==> src/rtl/rf80386_fta_arbiter.sv <==
// Two-port fta bus arbiter: shares the rf80386 128-bit master port between the
// icache line-fill path (port 0) and the CPU data path (port 1).
package rf80386_fta_pkg;
   typedef enum logic [3:0] {
      CMD_NONE  = 4'd0,
      CMD_LOAD  = 4'd1,
      CMD_STORE = 4'd2
   } fta_cmd_t;

   typedef struct packed {
      logic [5:0] core;
      logic [2:0] channel;
      logic [7:0] tranid;
   } fta_tranid_t;

   typedef struct packed {
      fta_cmd_t     cmd;
      fta_tranid_t  tid;
      logic         cyc;
      logic         stb;
      logic         we;
      logic [15:0]  sel;
      logic [31:0]  padr;
      logic [127:0] data1;
   } fta_cmd_request128_t;

   typedef struct packed {
      fta_cmd_t     cmd;
      fta_tranid_t  tid;
      logic         ack;
      logic         rty;
      logic         err;
      logic [31:0]  adr;
      logic [127:0] dat;
   } fta_cmd_response128_t;
endpackage

module rf80386_fta_arbiter
   import rf80386_fta_pkg::*;
#(
   parameter logic [5:0]  CORENO   = 6'd1,
   parameter logic [2:0]  CH0      = 3'd1,
   parameter logic [2:0]  CH1      = 3'd2,
   parameter logic [4:0]  RTY_WAIT = 5'd8,
   parameter logic [15:0] TIMEOUT  = 16'd1023
)(
   input  logic                 clk_i,
   input  logic                 rst_ni,
   input  fta_cmd_request128_t  s0_req,
   output fta_cmd_response128_t s0_resp,
   output logic                 s0_busy,
   input  fta_cmd_request128_t  s1_req,
   output fta_cmd_response128_t s1_resp,
   output logic                 s1_busy,
   output fta_cmd_request128_t  m_req,
   input  fta_cmd_response128_t m_resp
);

   typedef enum logic [1:0] {
      ST_IDLE        = 2'd0,
      ST_ISSUE       = 2'd1,
      ST_WAIT_RESP   = 2'd2,
      ST_RTY_BACKOFF = 2'd3
   } state_t;

   state_t               r_state;
   logic [1:0]           r_hold_v;
   fta_cmd_request128_t  r_hold_req [2];
   logic                 r_last_gnt;
   logic                 r_gnt;
   logic [15:0]          r_wait_cnt;
   logic [4:0]           r_rty_cnt;
   fta_cmd_request128_t  r_m_req;
   fta_cmd_response128_t r_s0_resp;
   fta_cmd_response128_t r_s1_resp;

   logic                 w_gnt;
   logic [1:0]           w_req_valid;
   logic [2:0]           w_exp_ch;
   logic                 w_match;
   fta_cmd_request128_t  w_issue_req;
   fta_cmd_response128_t w_ack_resp;
   fta_cmd_response128_t w_tout_resp;

   assign s0_busy = r_hold_v[0];
   assign s1_busy = r_hold_v[1];
   assign m_req   = r_m_req;
   assign s0_resp = r_s0_resp;
   assign s1_resp = r_s1_resp;

   // Grant choice, response matching and the retagged request/response images
   always_comb begin
      w_req_valid = {s1_req.cyc & s1_req.stb, s0_req.cyc & s0_req.stb};
      if (r_hold_v == 2'b11) begin
         w_gnt = ~r_last_gnt;
      end else if (r_hold_v[0]) begin
         w_gnt = 1'b0;
      end else begin
         w_gnt = 1'b1;
      end
      w_exp_ch = r_gnt ? CH1 : CH0;
      w_match  = (m_resp.ack | m_resp.rty) && (m_resp.tid.core == CORENO)
                 && (m_resp.tid.channel == w_exp_ch);

      w_issue_req             = r_hold_req[r_gnt];
      w_issue_req.tid.core    = CORENO;
      w_issue_req.tid.channel = w_exp_ch;

      // The requester only recognises its own channel number, so restore it.
      w_ack_resp             = m_resp;
      w_ack_resp.tid.channel = r_hold_req[r_gnt].tid.channel;

      w_tout_resp     = '0;
      w_tout_resp.cmd = r_hold_req[r_gnt].cmd;
      w_tout_resp.tid = r_hold_req[r_gnt].tid;
      w_tout_resp.ack = 1'b1;
      w_tout_resp.err = 1'b1;
   end

   // Holding registers, arbitration FSM and registered bus/port outputs
   always_ff @(posedge clk_i) begin
      if (!rst_ni) begin
         r_state       <= ST_IDLE;
         r_hold_v      <= 2'b00;
         r_hold_req[0] <= '0;
         r_hold_req[1] <= '0;
         r_last_gnt    <= 1'b1;
         r_gnt         <= 1'b0;
         r_wait_cnt    <= 16'd0;
         r_rty_cnt     <= 5'd0;
         r_m_req       <= '0;
         r_s0_resp     <= '0;
         r_s1_resp     <= '0;
      end else begin
         r_m_req   <= '0;
         r_s0_resp <= '0;
         r_s1_resp <= '0;
         if (w_req_valid[0] && !r_hold_v[0]) begin
            r_hold_v[0]   <= 1'b1;
            r_hold_req[0] <= s0_req;
         end
         if (w_req_valid[1] && !r_hold_v[1]) begin
            r_hold_v[1]   <= 1'b1;
            r_hold_req[1] <= s1_req;
         end
         case (r_state)
            ST_IDLE: begin
               if (|r_hold_v) begin
                  r_gnt   <= w_gnt;
                  r_state <= ST_ISSUE;
               end
            end
            ST_ISSUE: begin
               r_m_req    <= w_issue_req;
               r_last_gnt <= r_gnt;
               r_wait_cnt <= 16'd0;
               r_state    <= ST_WAIT_RESP;
            end
            ST_WAIT_RESP: begin
               if (w_match && m_resp.ack) begin
                  if (r_gnt) r_s1_resp <= w_ack_resp;
                  else       r_s0_resp <= w_ack_resp;
                  r_hold_v[r_gnt] <= 1'b0;
                  r_state         <= ST_IDLE;
               end else if (w_match) begin
                  r_rty_cnt <= 5'd0;
                  r_state   <= ST_RTY_BACKOFF;
               end else if (r_wait_cnt == TIMEOUT) begin
                  if (r_gnt) r_s1_resp <= w_tout_resp;
                  else       r_s0_resp <= w_tout_resp;
                  r_hold_v[r_gnt] <= 1'b0;
                  r_state         <= ST_IDLE;
               end else begin
                  r_wait_cnt <= r_wait_cnt + 16'd1;
               end
            end
            ST_RTY_BACKOFF: begin
               if (r_rty_cnt == RTY_WAIT - 5'd1) begin
                  r_state <= ST_ISSUE;
               end else begin
                  r_rty_cnt <= r_rty_cnt + 5'd1;
               end
            end
            default: r_state <= ST_IDLE;
         endcase
      end
   end

endmodule

==> config.mk <==
export PLATFORM = sky130hd
export DESIGN_NAME = rf80386_fta_arbiter
export DESIGN_NICKNAME = d
export VERILOG_FILES = /design/src/rtl/rf80386_fta_arbiter.sv
export SDC_FILE = /design/constraint.sdc
export NUM_CORES = 1
export LEC_CHECK = 0
export CORE_AREA = 2 2 453 455
export DETAILED_ROUTE_END_ITERATION = 8
export DIE_AREA = 0 0 455 457
export PLACE_DENSITY = 0.35
export SYNTH_ARGS = -nofsm -noshare
export SYNTH_HDL_FRONTEND = slang
export SYNTH_SLANG_ARGS = --single-unit
==> constraint.sdc <==
create_clock -name clk_i -period 23.2 [get_ports clk_i]
set_input_delay 2.32 -clock clk_i [delete_from_list [all_inputs] [get_ports clk_i]]
set_output_delay 2.32 -clock clk_i [all_outputs]
set_load 0.03 [all_outputs]
* Word-level counts from Yosys, hierarchy flattened
Memories as Yosys holds them, arrays and structs flattened. A register that Yosys moved wholly into a read port is not among the register bits. Index checks and enable logic that the tools add are counted.
Cells by class: $add $sub $neg 2, order comparisons 2, equal/unequal tests 16, mux-type cells 49, bitwise logic cells 8, reductions and logical operators 18
Operators by type and width (count):
- 184-bit two-way mux | 10
- 200-bit two-way mux | 2
- 191-bit two-way mux | 1
- 16-bit two-way mux | 3
- 16-bit case mux with 2 select lines | 1
- 2-bit two-way mux | 10
- 16-bit by 1-bit adder with 16-bit output (second input constant) | 1
- 16-bit by 10-bit equality test with 1-bit output (second input constant) | 1
- 1-bit two-way mux | 16
- 5-bit two-way mux | 3
- 2-bit inequality test (second input constant) | 7
- 5-bit case mux with 2 select lines | 1
- 2-bit case mux with 4 select lines | 1
- 4-bit AND reduction | 2
- 2-bit equality test (second input constant) | 3
- 6-bit by 1-bit equality test with 1-bit output (second input constant) | 1
- 1-bit logical AND | 6
- 2-bit AND reduction | 3
- 5-bit by 1-bit adder with 5-bit output (second input constant) | 1
- 5-bit by 3-bit equality test with 1-bit output (second input constant) | 1
- 4-bit inequality test (second input constant) | 1
- 2-bit nonzero test | 2
- 3-bit by 2-bit equality test with 1-bit output | 1
- 1-bit OR | 3
- 12 further kinds | 14
Word-level totals: bits in registers 595, bits in writable memories 400, input port bits 586, output and inout port bits 570, logic and storage cells 130, memories 1
Memory list:
- r_hold_req | depth 2, width 200, rd ports 1, clocked after Yosys merged registers in 1, write ports 2, RTL line 68 | fta_cmd_request128_t r_hold_req [2];

* Depth between registers and ports, before layout
word-level depth 10, depth in mapped cells 9, depth with buffers taken out 6

* Least setup slack after synthesis
OpenSTA, ideal clock, no wires.
path type input-to-reg, start input s1_req[178] (netlist name), end memory r_hold_req[1][0] (netlist name), enable pin, library setup time 1036 ps, arrival time 16340 ps, data required time 22164 ps, path slack 5823 ps, stages on the path 2, buffers on the path 0, path through nand2_1 -> o21ai_0
RTL lines:
- start, declared | RTL line 52 | input fta_cmd_request128_t s1_req,
- end, declared | RTL line 68

==> metrics <==
clk buf depth=3; Post-CTS Setup Bufs=0; Resize count post-CTS=0; Fin. Hold Viols=0; post-synthesis adder-cell area fraction=0.226%; fill cell count=21400; met1 Resource Use GR=between 10% and 20%; Sw Pwr=1.17 mW; Critical Path Fanout Max=221; area occupied by multi-input gates=8740 µm²; Gate Count Post-Synth=2543; vias in the first global route=approximately 24000; cell mode on critical path=buf_4; post-synthesis compound-gate area fraction=less than 1%; worst setup path class=in -> reg; vias after detailed routing=~24000; clock power share=45.3%; total core area=203000 µm²; Leakage=between 15 and 20 nW; most frequent cell after synthesis=dfxtp_1; Total Wirelength=about 170000 µm; Placed Instances=about 6200; total negative setup slack=0 ns; gr busiest metal=met2; grt met3 use=5.65%; cells along the critical path=clkdlybuf4s50_1 -> nand2_1 -> o22ai_4 -> buf_12 -> buf_4 -> buf_4 -> and3_1; Post-Synth XOR/XNOR Area=0.342%; average cell area after synthesis=between 10 and 15 µm²; mapped cell area=33300 µm²; final setup fails=0; clk_lat worst skew=0.78 ns; vias per inst=around 3.7; asr flop ratio synth=0%; Synth Area in Simple Gates=18.2%; Post-CTS Hold Buffers=0; Critical Path Sink Type=register; CP Launch Type=input port; top-area cell type share of the netlist area=approximately 36%; Comb pwr share=11.3%; Worst-Margin Slew=1.41 ns; post-synthesis cell type with the largest combined area=edfxtp_1; cts bufs inserted=132; Die X=455 µm; Final #Nets=4261; I/O pin cnt=1156; f_max=181 MHz; crit path DAT=6.17 ns; Sequential Area=23800 µm²; Detailed Routing Iterations Pass 1=5; largest family of logic cells by synthesized area=simple AND/OR/NAND/NOR gates; EDFF count, synth=400; global route overflow=0; Global Route Usage Sum=15.9%; IO Port Bufs=around 1100; Distinct cells, synth=53; hold crit path type=reg -> reg; Core Util, Final=between 20 and 30%; clock sinks=990; slowest stage delay, CP=0.81 ns; Seq/Total Area, Yosys=a little under three quarters; htree depth=4; highest ir drop seen on vdd=roughly 0.000069 V; min Tclk post-route=5.53 ns; met2 GRT Util=26.3%; Die ar.=between 200000 and 250000 µm²; gpl congestion=roughly 0.84; detailed-route wire length per cell=26.2 µm; Slew headroom=~6.0%; mux contribution to synthesized area=under 10%; status=finished clean; Buffers & Inverters on Critical Path=4; placed inst area=47700 µm²; chip height=457 µm; global-route wire length before repair=223000 µm; crit-path leading delay family=buffers and inverters; detailed-route DRC error count=0; Root Driver=clkbuf_16; synthesis-to-layout area growth=56.5%; DRT antenna net count=0; slowest CP cell=buf_4; synth top area cells=edfxtp_1 36%, dfxtp_1 36%, and3_1 7.6%; count of pins over their slew limit=0; fin crit share=approximately a quarter; clk slew on worst S/H paths=0.06 ns; layout cell share with drive strength beyond 1=6.68%; RSZ-0062 raised after global routing=no; CTS tree=yes; clk_skew=0.0310 ns; final HPWL from detailed placement=~130000 µm; Power Dens Cells=between 80 and 90 nW/µm²; Sw Share=26.0%; pin count of the biggest net entering global routing=between 200 and 250; Max-cap violations=0; initial drt markers=1355; dominant synthesized flop cell=dfxtp_1; Row Count=166; Seq pwr share=43.3%; Finished Cell Area=52100 µm²; Layout Cells excl Fill=6496; Synth top cells by count=590 x dfxtp_1, 405 x and3_1, 400 x edfxtp_1; Warnings, synthesis=0; initial antenna violation count=between 90 and 100; Pint=3.32 mW; #FFs+latches synth=990; Initial Utilization=16.4%; critical path required time=23.84 ns
## worst register-to-register path, delay by kind of cell, from the launching register on
family        cells  cell delay [ns]
fa+ha+maj         1             0.53
buf+inv           4             1.76
simple gates      4             1.22
flops             1             0.34
## per-layer routing
metal | vias to the layer above | share of wire (%)
li1 | 11100 | -
met1 | 11800 | 41
met2 | 837 | 49
met3 | 261 | 7.6
met4 | 64 | 2.3
met5 | - | 0.24
## state kept, by name, summed over array words and instances, names as in the netlist, named ones only
register / flops
m_req: 194
r_gnt: 1
r_hold_req: 400
r_hold_v: 2
r_last_gnt: 1
r_rty_cnt: 5
r_state: 2
r_wait_cnt: 16
s0_resp: 184
s1_resp: 184
## per-stage QoR
| stage | total power, mW | setup slack, ns | hold WS [ns] |
|---|---|---|---|
| 2_1_floorplan | 2.22 | 5.82 | 0.441 |
| 3_3_place_gp | 2.51 | 16.78 | 0.459 |
| 3_5_place_dp | 2.51 | 16.75 | 0.464 |
| 4_1_cts | 4.59 | 17.64 | 0.479 |
| 5_1_grt | 4.67 | 17.47 | 0.488 |
| 6_report | 4.49 | 17.67 | 0.473 |
## logic make-up (layout without fill, tap and decap cells)
group / after synthesis / count (layout)
flip-flops: 990 / 990
other: 1 / 40
buffers and inverters: 201 / 1427
AO/OA/AOI/OAI: 45 / 45
multiplexers: 205 / 205
AND/OR/NAND/NOR: 1082 / 1082
XOR/XNOR: 13 / 13
adder cells (fa/ha/maj): 6 / 6
## power groups by stage
stage / sequential, mW / combinational [mW] / clock (mW)
6_report: 1.94 / 0.508 / 2.03
5_1_grt: 1.95 / 0.544 / 2.18
4_1_cts: 1.95 / 0.526 / 2.12
3_5_place_dp: 1.98 / 0.524 / 0
3_3_place_gp: 1.98 / 0.526 / 0
2_1_floorplan: 2.06 / 0.167 / 0
## cell type report
| cell class | instances | share of cell area (%) |
|---|---|---|
| diodes | 34 | 0.163 |
| multi-input cells | 1357 | 16.8 |
| repair buffers | 1179 | 22.6 |
| inverters | 9 | 0.0649 |
| clock buffers | 203 | 7.46 |
| flip-flops and latches | 990 | 45.8 |
| well taps | 2688 | 6.46 |
| clock inverters | 36 | 0.714 |
## cells in the final DEF (no fill, tap or decap), types with 23 or more instances in the layout
cell type,n
buf_4,28
edfxtp_1,400
clkbuf_16,136
and2_1,324
diode_2,34
clkbuf_8,23
mux2i_1,196
clkbuf_1,44
nand2_1,29
dfxtp_1,589
clkdlybuf4s50_1,1148
and3_1,405
nor2_1,253
## path summary, 6_finish.rpt
kind / start / end / slack, ns / depth (start not counted)
setup / recovery: s1_req[178] / r_hold_req[0][56] / 17.67 / 7
hold / removal: r_hold_req[0][152] / m_req[152] / 0.47 / 2
setup reg to reg: r_state[0] / s0_resp[97] / 19.28 / 9
hold reg to reg: r_hold_req[0][152] / m_req[152] / 0.47 / 2
(Power assumes the default switching activity.)
